**config.mk**
```make
export PLATFORM = sky130hd
export DESIGN_NAME = spi_master_txn_ctrl
export DESIGN_NICKNAME = d
export VERILOG_FILES = /design/src/rtl/spi_master_pkg.sv /design/src/rtl/spi_master_shreg.sv /design/src/rtl/spi_master_txn_ctrl.sv
export SDC_FILE = /design/constraint.sdc
export NUM_CORES = 1
export LEC_CHECK = 0
export BUFFER_PORTS_ARGS = -buffer_cell sky130_fd_sc_hd__buf_2
export CORE_MARGIN = 2
export CORE_UTILIZATION = 45
export DETAILED_ROUTE_END_ITERATION = 8
export PLACE_DENSITY = 0.66
export SLEW_MARGIN = 40
export SYNTH_ARGS = -nofsm -noshare
export SYNTH_HDL_FRONTEND = slang
export SYNTH_SLANG_ARGS = --single-unit
```
**constraint.sdc**
```tcl
create_clock -name clk -period 4.18 [get_ports clk]
set_clock_uncertainty 0.05 [all_clocks]
set_input_delay 0.836 -clock clk [delete_from_list [all_inputs] [get_ports clk]]
set_output_delay 0.836 -clock clk [all_outputs]
set_load 0.02 [all_outputs]
```
**src/rtl/spi_master_pkg.sv**
```systemverilog
// Shared types and widths for the SPI master transaction sequencer and its shift-register datapath.
package spi_master_pkg;

  localparam int SPI_DW   = 32;
  localparam int SPI_LENW = 5;
  localparam int SPI_DIVW = 8;

  typedef enum logic [2:0] {
    IDLE,
    CS_SETUP,
    SHIFT,
    STOP,
    CS_HOLD,
    RESP
  } state_e;

  // Chip-select is driven low in every state between command accept and the response.
  function automatic logic cs_active(input state_e s);
    return (s == CS_SETUP) || (s == SHIFT) || (s == STOP) || (s == CS_HOLD);
  endfunction

endpackage

```
**src/rtl/spi_master_shreg.sv**
```systemverilog
// TX/RX shift registers for one SPI transfer: TX is left-justified on load so bit 31 is always the
// next MOSI bit; RX shifts MISO in from the LSB so the result comes out right-aligned.
module spi_master_shreg
  import spi_master_pkg::*;
(
  input  logic                clk,
  input  logic                rstn,
  input  logic                load_i,
  input  logic [SPI_DW-1:0]   tx_data_i,
  input  logic [SPI_LENW-1:0] len_i,
  input  logic                shift_i,
  input  logic                sample_i,
  input  logic                sdi_i,
  output logic                sdo_o,
  output logic [SPI_DW-1:0]   rx_data_o
);

  logic [SPI_DW-1:0] tx_q;
  logic [SPI_DW-1:0] rx_q;

  // NOTE: sequential state uses non-blocking assignments so every register samples pre-edge values.
  always_ff @(posedge clk or negedge rstn) begin
    if (!rstn) begin
      tx_q <= '0;
      rx_q <= '0;
    end else begin
      if (load_i) begin
        tx_q <= tx_data_i << (SPI_LENW'(SPI_DW - 1) - len_i);
      end else if (shift_i) begin
        tx_q <= {tx_q[SPI_DW-2:0], 1'b0};
      end

      if (load_i) begin
        rx_q <= '0;
      end else if (sample_i) begin
        rx_q <= {rx_q[SPI_DW-2:0], sdi_i};
      end
    end
  end

  assign sdo_o     = tx_q[SPI_DW-1];
  assign rx_data_o = rx_q;

endmodule

```
**src/rtl/spi_master_txn_ctrl.sv**
```systemverilog
// SPI master transaction sequencer: CS setup, mode-0 bit shifting, CS hold and response handshake,
// plus the clock-divider update path that only lets the divider change while idle.
module spi_master_txn_ctrl
  import spi_master_pkg::*;
#(
  parameter int CS_NUM       = 4,
  parameter int CS_SETUP_CYC = 2,
  parameter int CS_HOLD_CYC  = 2,
  localparam int CSW = (CS_NUM > 1) ? $clog2(CS_NUM) : 1
) (
  input  logic                clk,
  input  logic                rstn,
  input  logic                cmd_valid,
  output logic                cmd_ready,
  input  logic [CSW-1:0]      cmd_csid,
  input  logic [SPI_LENW-1:0] cmd_len,
  input  logic [SPI_DW-1:0]   cmd_tx_data,
  output logic                rsp_valid,
  input  logic                rsp_ready,
  output logic [SPI_DW-1:0]   rsp_rx_data,
  output logic                rsp_abort,
  input  logic                abort,
  input  logic [SPI_DIVW-1:0] cfg_div,
  input  logic                cfg_div_wr,
  output logic [SPI_DIVW-1:0] clk_div,
  output logic                clk_div_valid,
  output logic                clk_en,
  input  logic                spi_clk_i,
  input  logic                spi_rise,
  input  logic                spi_fall,
  output logic                sdo,
  input  logic                sdi,
  output logic [CS_NUM-1:0]   cs_n
);

  localparam int CYC_MAX = (CS_SETUP_CYC > CS_HOLD_CYC) ? CS_SETUP_CYC : CS_HOLD_CYC;
  localparam int CYCW    = $clog2(CYC_MAX + 1);
  localparam int BCW     = SPI_LENW + 1;

  state_e              state_q, state_d;
  logic [CYCW-1:0]     cyc_q, cyc_d;
  logic [BCW-1:0]      bit_cnt_q, bit_cnt_d;
  logic [CSW-1:0]      csid_q, csid_d;
  logic [SPI_LENW-1:0] len_q, len_d;
  logic                clk_en_q, clk_en_d;
  logic                abort_q, abort_d;
  logic [CS_NUM-1:0]   cs_n_q, cs_n_d;
  logic [SPI_DIVW-1:0] clk_div_q, clk_div_d;
  logic                clk_div_valid_q, clk_div_valid_d;
  logic [SPI_DIVW-1:0] pend_q, pend_d;
  logic                pend_vld_q, pend_vld_d;

  logic              sh_load, sh_shift, sh_sample, sh_sdo;
  logic [BCW-1:0]    last_cnt;
  logic              rsp_hs, div_apply;

  assign last_cnt = {1'b0, len_q} + BCW'(1);
  assign rsp_hs   = (state_q == RESP) && rsp_ready;

  // NOTE: every always_comb output gets a default first, so no path can infer a latch.
  always_comb begin
    state_d   = state_q;
    cyc_d     = cyc_q;
    bit_cnt_d = bit_cnt_q;
    csid_d    = csid_q;
    len_d     = len_q;
    clk_en_d  = clk_en_q;
    abort_d   = abort_q;
    sh_load   = 1'b0;
    sh_shift  = 1'b0;
    sh_sample = 1'b0;

    unique case (state_q)
      IDLE: begin
        if (cmd_valid) begin
          sh_load   = 1'b1;
          bit_cnt_d = '0;
          cyc_d     = '0;
          csid_d    = cmd_csid;
          len_d     = cmd_len;
          abort_d   = 1'b0;
          state_d   = CS_SETUP;
        end
      end
      CS_SETUP: begin
        if (abort) begin
          state_d = STOP;
        end else if (cyc_q == CYCW'(CS_SETUP_CYC - 1)) begin
          clk_en_d = 1'b1;
          state_d  = SHIFT;
        end else begin
          cyc_d = cyc_q + CYCW'(1);
        end
      end
      SHIFT: begin
        if (spi_rise) begin
          sh_sample = 1'b1;
          bit_cnt_d = bit_cnt_q + BCW'(1);
        end
        // A final fall beats a concurrent abort: the transfer has already completed.
        if (spi_fall && (bit_cnt_q == last_cnt)) begin
          clk_en_d = 1'b0;
          cyc_d    = '0;
          state_d  = CS_HOLD;
        end else begin
          sh_shift = spi_fall && (bit_cnt_q <= {1'b0, len_q});
          if (abort) begin
            clk_en_d = 1'b0;
            state_d  = STOP;
          end
        end
      end
      STOP: begin
        clk_en_d = 1'b0;
        if (!spi_clk_i && !spi_rise && !spi_fall) begin
          abort_d = 1'b1;
          cyc_d   = '0;
          state_d = CS_HOLD;
        end
      end
      CS_HOLD: begin
        if (cyc_q == CYCW'(CS_HOLD_CYC - 1)) begin
          state_d = RESP;
        end else begin
          cyc_d = cyc_q + CYCW'(1);
        end
      end
      RESP: begin
        if (rsp_ready) state_d = IDLE;
      end
      default: state_d = IDLE;
    endcase

    cs_n_d = cs_active(state_d) ? ~(CS_NUM'(1) << csid_d) : '1;
  end

  // A write on the IDLE re-entry edge is applied directly, so it overrides any pending value.
  always_comb begin
    div_apply       = (cfg_div_wr && (state_q == IDLE)) || (rsp_hs && (cfg_div_wr || pend_vld_q));
    clk_div_d       = clk_div_q;
    clk_div_valid_d = div_apply;
    pend_d          = pend_q;
    pend_vld_d      = pend_vld_q;
    if (div_apply) begin
      clk_div_d  = cfg_div_wr ? cfg_div : pend_q;
      pend_vld_d = 1'b0;
    end else if (cfg_div_wr) begin
      pend_d     = cfg_div;
      pend_vld_d = 1'b1;
    end
  end

  always_ff @(posedge clk or negedge rstn) begin
    if (!rstn) begin
      state_q         <= IDLE;
      cyc_q           <= '0;
      bit_cnt_q       <= '0;
      csid_q          <= '0;
      len_q           <= '0;
      clk_en_q        <= 1'b0;
      abort_q         <= 1'b0;
      cs_n_q          <= '1;
      clk_div_q       <= '0;
      clk_div_valid_q <= 1'b0;
      pend_q          <= '0;
      pend_vld_q      <= 1'b0;
    end else begin
      state_q         <= state_d;
      cyc_q           <= cyc_d;
      bit_cnt_q       <= bit_cnt_d;
      csid_q          <= csid_d;
      len_q           <= len_d;
      clk_en_q        <= clk_en_d;
      abort_q         <= abort_d;
      cs_n_q          <= cs_n_d;
      clk_div_q       <= clk_div_d;
      clk_div_valid_q <= clk_div_valid_d;
      pend_q          <= pend_d;
      pend_vld_q      <= pend_vld_d;
    end
  end

  spi_master_shreg u_shreg (
    .clk       (clk),
    .rstn      (rstn),
    .load_i    (sh_load),
    .tx_data_i (cmd_tx_data),
    .len_i     (cmd_len),
    .shift_i   (sh_shift),
    .sample_i  (sh_sample),
    .sdi_i     (sdi),
    .sdo_o     (sh_sdo),
    .rx_data_o (rsp_rx_data)
  );

  assign cmd_ready     = (state_q == IDLE);
  assign rsp_valid     = (state_q == RESP);
  assign rsp_abort     = abort_q;
  assign clk_en        = clk_en_q;
  assign cs_n          = cs_n_q;
  assign clk_div       = clk_div_q;
  assign clk_div_valid = clk_div_valid_q;
  assign sdo           = cs_active(state_q) & sh_sdo;

endmodule
```
### After elaboration in Yosys (flattened, before gate mapping)

Index checks and enable logic that the tools add are counted.

| word-level totals | value |
|---|---|
| memories kept | 0 |
| bits in latches | 0 |
| input bits | 57 |
| bits in registers | 106 |
| memory bits (read-only) | 0 |
| logic and storage cells | 114 |
| memory bits (writable) | 0 |

| cells by class | value |
|---|---|
| bitwise logic cells | 2 |
| add/sub/neg operators | 4 |
| $lt $le $gt $ge | 1 |
| divide/modulo/power cells | 0 |
| reductions and logical operators | 31 |
| multipliers | 0 |
| multiplexer cells | 42 |
| eq/ne operators | 18 |
| shift operators | 2 |

Operator list:

| cell | count |
|---|---|
| 32-bit 2-to-1 mux | 4 |
| 32-bit by 5-bit << shifter with 32-bit output | 1 |
| 3-bit 2-to-1 mux | 8 |
| 3-bit case mux with 6 select lines | 1 |
| 1-bit 2-to-1 mux | 14 |
| 2-bit 2-to-1 mux | 7 |
| 3-bit by 2-bit equality test with 1-bit output, second input constant | 4 |
| 6-bit 2-to-1 mux | 2 |
| 2-bit != test, second input constant | 6 |
| 6-bit case mux with 2 select lines | 1 |
| 2-bit case mux with 5 select lines | 1 |
| 2-bit nonzero test | 5 |
| 3-bit equality test, second input constant | 3 |
| 1-bit logical OR | 8 |
| 8-bit 2-to-1 mux | 1 |
| 1-bit logical AND | 7 |
| 5-bit by 1-bit adder with 6-bit output, second input constant | 1 |
| 6-bit by 1-bit adder with 6-bit output, second input constant | 1 |
| 3-bit by 1-bit equality test with 1-bit output, second input constant | 2 |
| 6-bit equality test | 1 |
| 6-bit by 5-bit less-or-equal comparator with 1-bit output | 1 |
| 3-bit AND reduction | 2 |
| 5-bit AND reduction | 1 |
| 5-bit nonzero test | 1 |
| other kinds (15) | 17 |

### Depth between registers and ports, before layout

Gate-level depths: netlist (run 1).

| depth | value |
|---|---|
| depth in word-level cells | 10 |
| depth in mapped cells | 10 |
| depth with buffers taken out | 8 |

### Cells and area by module

From an unflattened synthesis (run 1), not the netlist that was laid out.

| second synthesis, totals | value |
|---|---|
| cells, all modules | 647 |
| area total of the unflattened synthesis | 6545.0 um^2 |

By module, submodules not included:

| module | area each (um^2) | sequential area each (um^2) | instances | cells each |
|---|---|---|---|---|
| spi_master_shreg | 4284.1 | 1601.5 | 1 | 432 |
| spi_master_txn_ctrl | 2260.9 | 1056.0 | 1 | 215 |

### Worst setup path before layout (run 1)

No wires, ideal clock.

| timing | value |
|---|---|
| kind | input to register |
| start point | input port cmd_len[0] |
| end point | register u_shreg.tx_q[27] |
| arrival time | 2.468 ns |
| library setup time | 0.125 ns |
| cell stages on the path | 7 |
| path slack | 1.537 ns |
| path buffers | 2 |
| cell sequence | buf_2 buf_4 mux2_1 o21ai_0 o221ai_1 or3_1 mux2_2 |

| between the ends | value |
|---|---|
| longest elaborated chain between the ends | 3 |

Ends and longest elaborated chain:

| item | line | text |
|---|---|---|
| from (decl) | spi_master_txn_ctrl.sv:16 | `input logic [SPI_LENW-1:0] cmd_len,` |
| 5-bit subtractor | spi_master_shreg.sv:28 | `tx_q <= tx_data_i << (SPI_LENW'(SPI_DW - 1) - len_i);` |
| 32-bit by 5-bit << shifter with 32-bit output | spi_master_shreg.sv:28 |  |
| 32-bit 2-to-1 mux | spi_master_shreg.sv:27 | `if (load_i) begin` |
| to (signal assigned) | spi_master_shreg.sv:28 |  |
| to (signal assigned) | spi_master_shreg.sv:30 | `tx_q <= {tx_q[SPI_DW-2:0], 1'b0};` |
| to (decl) | spi_master_shreg.sv:18 | `logic [SPI_DW-1:0] tx_q;` |

No other way between the ends.
A chain may end at the register's enable or synchronous reset.

### Final worst setup path (run 1)

| timing | value |
|---|---|
| start point | input port cmd_len[0] |
| end point | register u_shreg.tx_q[21] |

Same word-level chain as after synthesis.

==> out/results.txt, run 1 <==
Status: completed
CP Launch Type: input port
Syn_area_per_cell: 9.29 sq um
Endpoints failing setup: 0
Commonest non-fill, non-tap cell in the layout: nand2_1
Async SR Flop Fraction: 1.00
Core Region: 13900 sq um
Clock-pin slew on the worst setup and hold paths: 70 ps
Clock Sink Count: 106
Worst-skew pair later-pin latency: 360 ps
Period minus WS final: 2960 ps
Arr. time, crit path: 3160 ps
Post-synthesis compound-gate area fraction: 0.166
Diodes inserted: 0
Vias: 5680
LEAKAGE: 0.00340 uW
# fillers: 1283
I/O Buffers: 106
Final hold slack: 431 ps
First-pass GRT wire length: 27200 microns
FF-to-FF End: u_shreg.tx_q[31]
Sequential fraction of the synthesis area: 0.411
HPWL Detailed: 12600 microns
Simple-gate share of the synthesized area: 0.166
Die Y: 124 microns
1st-iter DRT viols: 529
Drt first pass iters: 6
Core Util, Final: 0.530
Share of cells above drive strength 1: 0.238
Max Freq: 0.337 GHz
Number of enable flip-flop cells after synthesis: 0
CTS tree: built
Largest family of logic cells by synthesized area: multiplexers
Post-synthesis mux area share: 0.188
Max VDD drop: 0.000398 V
H-tree depth: 3
PwrDens: 552 nW/um^2
Setup CP Type: input port to flop
Crit path to: u_shreg.tx_q[21]
Post-synthesis register bit count: 106
Adder-cell share of the synthesized area: 0.0155
Kind of end point of the critical path: flop
Post-Synth XOR/XNOR Area: 0.0108
Nets@finish: 842
Worst rel slew slack: 0.506
Distinct cell type count after synthesis: 62
Post-synth net total: 761
Longest Clk Path Bufs: 2
Primary FF master, synth: dfrtp_1
Grt ovf: 0
Final hold violation count: 0
Die X-Extent: 124 microns
RSZ-0062 raised after global routing: false
R2R Setup Slk: 1410 ps
Number of max-slew violations in the final report: 0
CTS Buf Count: 9
Vias per inst: 5.90
Vias in the first global route: 5183
Total wire length: 17200 microns
CP Data Required Time: 4370 ps
Initial antenna violation count: 0
Post-CTS Hold Buffers: 0
Global-route usage over all layers: 0.229
Placed cell areas: 7090 sq um
Post-route antenna net violation count: 0
Initial Utilization: 0.464
Most frequent cells in the layout: nand2_1 (124), buf_2 (105), dfrtp_1 (102), o21ai_0 (70), mux2i_1 (56)
WL/cell: 17.9 microns
Period utilisation layout: 0.709
Mapped cell area: 6460 sq um
Clock Root Buffer: clkbuf_16
RR Startpoint: state_q[0]
Crit path from: cmd_len[0]
Number of cell rows: 43
Post-CTS Setup Bufs: 0
Ys Warns: 0
Remaining DRCs: 0
Cells after Synth: 696
Post-cts resize count: 0
Area growth, synth to finish: 14.4%
Full die area: 15300 sq um
Max Cap Violations: 0
Placer Congestion: 0.921
Setup TNS: 0 ps
Crit Path Max Fanout: 25
FF-to-FF path depth: 4
Largest net degree at the start of global routing: 59
Hold WC Path Type: flop to flop
Worst slew pin tran: 742 ps
Fin area: 7390 sq um
I/O Pins: 107
==> registers in the layout, indices dropped and copies added, names as in the netlist <==
name               count
clk_div                8
csid_q                 2
len_q                  5
cyc_q                  2
pend_vld_q             1
state_q                3
bit_cnt_q              6
clk_div_valid          1
cs_n                   4
u_shreg.tx_q          32
u_shreg.rx_data_o     32
rsp_abort              1
pend_q                 8
clk_en                 1
==> metal layers <==
layer	GRT usage	part of all wire	up-vias
li1	-	-	2679
met1	0.329	0.46	2744
met5	0	0	-
met2	0.349	0.45	226
met4	0.0511	0.021	0
met3	0.0568	0.070	31
==> synth_stat cells, types with 3 or more instances <==
cell       number  area [sq um]
a21oi_1        31           155
a221o_1         4          40.0
a22o_1          3          26.3
a22oi_1        11          82.6
a2bb2oi_1       5          43.8
a32oi_1         4          35.0
and2_1          4          25.0
and3_1          3          18.8
buf_1           6          22.5
buf_2          13          65.1
buf_4           4          30.0
clkbuf_1       24          90.1
dfrtp_1       102          2550
dfstp_2         4           105
ha_1            8           100
inv_1          12          45.0
mux2_1          8          90.1
mux2_2         29           327
mux2i_1        56           561
mux4_2         10           225
nand2_1       124           465
nand2b_1        8          50.1
nand3_1        17          85.1
nand3b_1        4          30.0
nand4_1         3          18.8
nor2_1         44           165
nor2b_1         5          31.3
nor3_1          9          45.0
nor3b_1         4          30.0
o211ai_1       11          82.6
o21ai_0        70           350
o22ai_1         8          50.1
or3_1           4          25.0
xnor2_1         4          35.0
xor2_1          4          35.0
==> per-stage QoR <==
step           power (uW)  setup slack [ps]  cells
2_1_floorplan        2740              1540    696
3_3_place_gp         3150               922    946
3_5_place_dp         3210               845    946
4_1_cts              4090              1230    962
5_1_grt              4340              1060    962
6_report             4080              1220    962
==> cell type report <==
| type | count | area [sq um] | share of cell area |
|---|---|---|---|
| inverter | 12 | 45.0 | 0.00609 |
| clock buffer | 9 | 225 | 0.0305 |
| multi-input combinational | 529 | 3530 | 0.478 |
| clock inverter | 7 | 76.3 | 0.0103 |
| sequential | 106 | 2660 | 0.360 |
| timing repair buffer | 119 | 631 | 0.0853 |
| tap | 180 | 225 | 0.0305 |
==> power by group <==
group,internal [uW],switching (uW)
clock,469,403
sequential,1330,226
combinational,662,988
==> worst max-delay path, cell delays in order <==
cell	delay (ps)
buf_2	530
buf_4	360
mux2_2	390
mux2i_1	190
mux2_2	200
o22ai_1	80
a221o_1	270
mux2_1	290
==> cell families after synthesis <==
logic type,after synthesis
AOI/OAI and AO/OA,171
xor gates and xnor gates,8
adders and majority gates,8
buffers and inverters,61
DFF,106
muxes,104
and+or+nand+nor,238
==> worst min path at each step <==
stage                                start               end  slack [ps]  cells past startpoint
final                             cyc_q[0]          cyc_q[0]         430                      1
after global routing      u_shreg.tx_q[17]  u_shreg.tx_q[17]         460                      1
after CTS                         cyc_q[0]          cyc_q[0]         440                      1
after detailed placement          cyc_q[0]          cyc_q[0]         430                      1
after global placement            cyc_q[0]          cyc_q[0]         420                      1
after floorplan                   cyc_q[0]          cyc_q[0]         410                      1
No activity file was read; power rests on OpenSTA's default activity.
==> run 2, diff against run 1 <==
==> constraint.sdc (replaced) <==
create_clock -name clk -period 3 [get_ports clk]
set_clock_uncertainty 0.05 [all_clocks]
set_input_delay 0.6 -clock clk [delete_from_list [all_inputs] [get_ports clk]]
set_output_delay 0.6 -clock clk [all_outputs]
set_load 0.02 [all_outputs]
==> run 2 against run 1 <==
Compared with the run above:
- global-route usage down 1.0 points
- setup slack worse by 940 ps
- flip-flop and latch count unchanged
- clock-buffer cell count up 2
- cell area up 1.6%
- via count down 0.40%
- largest cell class unchanged
- wire length down 5.5%
- die area unchanged
- sequential share of layout area down 0.55 points
- clock power up 36%
- non-clock buffer count up 10
==> out/results.txt, run 2 (synthesized netlist as in run 1, its figures left out) <==
Drt first pass iters: 5 (-1)
Number of cell rows: 43 (unchanged)
Global-route usage over all layers: 0.218 (-0.0105)
Max VDD drop: 0.000511 V (+28%)
Worst-skew pair later-pin latency: 350 ps (about the same)
Total wire length: 16200 microns (-5.5%)
Share of cells above drive strength 1: 0.246 (+0.00836)
RSZ-0062 raised after global routing: false
Vias: 5657 (-0.40%)
Area growth, synth to finish: 16.1%
CP Data Required Time: 3170 ps (-1200 ps)
Clock Root Buffer: clkbuf_16
Worst rel slew slack: 0.531 (+0.0253)
Nets@finish: 852 (+1.2%)
Period utilisation layout: 0.908
Worst slew pin tran: 698 ps (-43.3 ps)
FF-to-FF path depth: 7 (+3)
Vias per inst: 5.82 (-1.4%)
Die Y: 124 microns (unchanged)
CTS tree: built
WL/cell: 16.7 microns (-6.5%)
Number of max-slew violations in the final report: 0 (unchanged)
Crit path from: len_q[0]
Grt ovf: 0 (unchanged)
RR Startpoint: len_q[0]
Clock-pin slew on the worst setup and hold paths: 70 ps (about the same)
Initial Utilization: 0.464 (unchanged)
HPWL Detailed: 12000 microns (-4.3%)
First-pass GRT wire length: 26300 microns (-3.5%)
Kind of end point of the critical path: flop
R2R Setup Slk: 280 ps (-1130 ps)
Final hold violation count: 0 (unchanged)
Crit Path Max Fanout: 14 (-44%)
Post-CTS Setup Bufs: 0 (unchanged)
Vias in the first global route: 5223 (+0.77%)
LEAKAGE: 0.00347 uW (+2.2%)
Post-cts resize count: 0 (unchanged)
Largest net degree at the start of global routing: 75 (+27%)
Final hold slack: 140 ps (-291 ps)
Total power: 5670 uW (+39%)
Longest Clk Path Bufs: 2 (unchanged)
Post-route antenna net violation count: 0 (unchanged)
CTS Buf Count: 9 (unchanged)
Max Cap Violations: 0 (unchanged)
Die X-Extent: 124 microns (unchanged)
CP Launch Type: flop
Initial antenna violation count: 0 (unchanged)
Full die area: 15300 sq um (unchanged)
Remaining DRCs: 0 (unchanged)
Core Region: 13900 sq um (unchanged)
Period minus WS final: 2720 ps
I/O Pins: 107 (unchanged)
FF-to-FF End: u_shreg.tx_q[21]
Arr. time, crit path: 2890 ps (-270 ps)
Most frequent cells in the layout: nand2_1 (124), buf_2 (105), dfrtp_1 (102), o21ai_0 (70), mux2i_1 (56)
Setup TNS: 0 ps (unchanged)
Endpoints failing setup: 0 (unchanged)
Clock Sink Count: 106 (unchanged)
Crit path to: u_shreg.tx_q[21]
Status: completed
I/O Buffers: 106 (unchanged)
PwrDens: 755 nW/um^2 (+37%)
Hold WC Path Type: input port to async pin
Commonest non-fill, non-tap cell in the layout: nand2_1
H-tree depth: 3 (unchanged)
1st-iter DRT viols: 467 (-12%)
Diodes inserted: 0 (unchanged)
Setup CP Type: flop to flop
Post-CTS Hold Buffers: 0 (unchanged)
Max Freq: 0.367 GHz
Placer Congestion: 1.05 (+14%)
==> run 2: critical path, stage by stage, from the launching register on <==
cell	delay, ps
dfrtp_1	430
ha_1	320
xor2_1	140
nor3b_1	180
nand4_1	200
o2111ai_2	530
nand2_2	350
mux2_1	400
==> run 2: cell type report <==
class,count,area (sq um)
inverters,12,45.0
clock buffers,11,243
fillers,1289,6430
multi-input cells,529,3530
well taps,180,225
repair buffers,129,743
clock inverters,5,61.3
flip-flops and latches,106,2660
==> run 2: per-layer routing <==
| metal | GRT usage | vias to the layer above | part of all wire |
|---|---|---|---|
| met5 | 0 | - | 0 |
| met4 | 0.0568 | 0 | 0.013 |
| met3 | 0.0440 | 17 | 0.076 |
| met2 | 0.329 | 227 | 0.46 |
| met1 | 0.322 | 2719 | 0.45 |
| li1 | - | 2694 | - |
==> run 2: worst min-delay path by stage <==
stage | to | depth (start not counted) | start
3_5_place_dp | u_shreg.tx_q[30] | 1 | u_shreg.tx_q[30]
2_1_floorplan | bit_cnt_q[0] | 0 | rstn
4_1_cts | u_shreg.rx_data_o[25] | 1 | rstn
5_1_grt | u_shreg.rx_data_o[25] | 1 | rstn
6_report | u_shreg.rx_data_o[25] | 1 | rstn
3_3_place_gp | cyc_q[0] | 1 | cyc_q[0]
==> run 2: per-stage QoR <==
stage | utilization | setup slack [ps] | area, sq um | std cells
4_1_cts | 0.539 | 280 | 7510 | 972
5_1_grt | 0.539 | 48.9 | 7510 | 972
3_3_place_gp | 0.517 | 275 | 7200 | 956
6_report | 0.539 | 277 | 7510 | 972
3_5_place_dp | 0.517 | 285 | 7200 | 956
2_1_floorplan | - | 593 | 6460 | 696
==> run 2: where the power goes <==
part / switching, uW / leakage, uW / internal (uW)
combinational: 1390 / 0.00195 / 968
sequential: 271 / 0.00136 / 1860
clock: 512 / 0.000150 / 675
total: 2170 / 0.00347 / 3500
==> run 3, diff against run 2 <==
--- a/config.mk
+++ b/config.mk
@@ -7,9 +7,9 @@
 export LEC_CHECK = 0
 export BUFFER_PORTS_ARGS = -buffer_cell sky130_fd_sc_hd__buf_2
 export CORE_MARGIN = 2
-export CORE_UTILIZATION = 45
+export CORE_UTILIZATION = 50
 export DETAILED_ROUTE_END_ITERATION = 8
-export PLACE_DENSITY = 0.66
+export PLACE_DENSITY = 0.72
 export SLEW_MARGIN = 40
 export SYNTH_ARGS = -nofsm -noshare
 export SYNTH_HDL_FRONTEND = slang
==> run 3 against run 2 <==
Compared with the run above:
- cell count decreased by 0.31%
- critical path depth unchanged
- cell area about the same
- flip-flop and latch count unchanged
- global-route usage rose by 2.3 points
- fmax grew 2.3%
- non-clock buffer count is 5 higher
- sequential power hardly changed
- register-to-register slack improved by 60 ps
- wire length is 2.6% higher
- hold slack improved by 99 ps
- via count rose by 0.71%
- largest cell class unchanged
==> out/results.txt, run 3 (synthesized netlist as in run 1, its figures left out) <==
Die X-Extent: 118 microns (-5.0%)
Post-Layout Cell Count: 969 (-0.31%)
Drt first pass iters: 5 (unchanged)
Grt ovf: 0 (unchanged)
Post-cts resize count: 0 (unchanged)
Worst-skew pair later-pin latency: 360 ps (about the same)
Kind of end point of the critical path: flop
Full die area: 13900 sq um (-9.7%)
Crit Path Max Fanout: 14 (unchanged)
Largest net degree at the start of global routing: 55 (-27%)
Nets@finish: 857 (+0.59%)
Remaining DRCs: 0 (unchanged)
Endpoints failing setup: 0 (unchanged)
Clock-pin slew on the worst setup and hold paths: 80 ps (about the same)
Placed insts: 953 (-0.31%)
CTS Buf Count: 9 (unchanged)
Period utilisation layout: 0.887 (-0.0206)
Clock power frac: 0.204 (-0.005)
Initial Utilization: 0.512 (+0.0483)
Sw Share: 0.399 (+0.0162)
Core Region: 12600 sq um (-9.4%)
I/O Pins: 107 (unchanged)
Max Cap Violations: 0 (unchanged)
Post-CTS Setup Bufs: 0 (unchanged)
Comb pwr share: 0.419 (+0.003)
Placer Congestion: 0.960 (-8.6%)
Most frequent cells in the layout: nand2_1 (124), buf_2 (105), dfrtp_1 (102), o21ai_0 (70), mux2i_1 (56)
Longest Clk Path Bufs: 2 (unchanged)
LEAKAGE: 0.00347 uW (+0.15%)
Diodes inserted: 0 (unchanged)
H-tree depth: 3 (unchanged)
I/O Buffers: 106 (unchanged)
Max Freq: 0.376 GHz (+2.3%)
Total wire length: 16700 microns (+2.6%)
CP Launch Type: flop
Commonest non-fill, non-tap cell in the layout: nand2_1
HPWL Detailed: 12300 microns (+2.6%)
Worst rel slew slack: 0.494 (-0.0372)
P_int: 3400 uW (-2.9%)
WL/cell: 17.2 microns (+2.9%)
Setup CP Type: flop to flop
Max VDD drop: 0.000439 V (-14%)
Total power: 5650 uW (-0.31%)
Reg power frac: 0.377 (+0.002)
Worst slew pin tran: 754 ps (+55.3 ps)
1st-iter DRT viols: 495 (+6.0%)
CP Data Required Time: 3190 ps (+20 ps)
Number of cell rows: 41 (-4.7%)
CTS tree: built
Final hold violation count: 0 (unchanged)
Period minus WS final: 2660 ps (-61.7 ps)
Clock Root Buffer: clkbuf_16
Core Util, Final: 0.594 (+0.0557)
Post-CTS Hold Buffers: 0 (unchanged)
Vias per inst: 5.88 (+1.0%)
First-pass GRT wire length: 27400 microns (+4.4%)
Share of cells above drive strength 1: 0.252 (+0.00598)
Die Y: 118 microns (-5.0%)
Post-route antenna net violation count: 0 (unchanged)
Vias in the first global route: 5494 (+5.2%)
Global-route usage over all layers: 0.242 (+0.0235)
Status: completed
Hold WC Path Type: input port to async pin
Arr. time, crit path: 2850 ps (-40 ps)
P_sw: 2260 uW (+3.9%)
Setup TNS: 0 ps (unchanged)
Area growth, synth to finish: 16.1% (about the same)
RSZ-0062 raised after global routing: false
Clock Sink Count: 106 (unchanged)
Initial antenna violation count: 0 (unchanged)
# fillers: 1132 (-12%)
Vias: 5697 (+0.71%)
Number of max-slew violations in the final report: 0 (unchanged)
PwrDens: 753 nW/um^2 (-0.24%)
[run 3: through the flow]
| stage | area, sq um | setup WS, ps | hold slack (ps) |
|---|---|---|---|
| 6_report | 7500 | 339 | 238 |
| 5_1_grt | 7500 | 152 | 292 |
| 4_1_cts | 7500 | 359 | 256 |
| 3_5_place_dp | 7220 | 277 | 424 |
| 3_3_place_gp | 7220 | 311 | 416 |
| 2_1_floorplan | 6460 | 593 | 254 |
[run 3: worst max-delay path, stage by stage, from the launching register on]
cell and delay, ps:
dfrtp_1 450, ha_1 360, xor2_1 150, nor3b_1 180
nand4_1 180, o2111ai_2 420, nand2_2 340, mux2_1 420
[run 3: path summary, 6_finish.rpt]
check	from	end	slack, ps	cells past startpoint
min	rstn	u_shreg.rx_data_o[21]	240	1
max in group asynchronous	rstn	cs_n[2]	1890	2
min reg2reg	cyc_q[0]	cyc_q[0]	430	1
min in group clk	sdi	u_shreg.rx_data_o[0]	430	3
max	len_q[0]	u_shreg.tx_q[20]	340	7
max reg2reg	len_q[0]	u_shreg.tx_q[20]	340	7
[run 3: final cells by class]
cell class,instances,area (sq um),share of cell area
timing repair buffer,134,768,0.102
multi-input combinational,529,3530,0.471
inverter,12,45.0,0.00600
tap,172,215,0.0287
sequential,106,2660,0.354
clock inverter,7,58.8,0.00784
clock buffer,9,225,0.0300
[run 3: power groups by stage]
stage	clock network (uW)	registers (uW)	logic [uW]
after floorplan	0	2230	1590
after global placement	0	2130	2270
after detailed placement	0	2150	2350
after CTS	1170	2130	2360
after global routing	1240	2180	2610
final	1150	2130	2370
[run 3: routing by layer]
layer / routed length [microns] / up-vias / track usage
li1: - / 2699 / -
met1: 7630 / 2746 / 0.334
met2: 7740 / 225 / 0.389
met3: 913 / 27 / 0.0378
met4: 371 / 0 / 0.0813
met5: 0 / - / 0
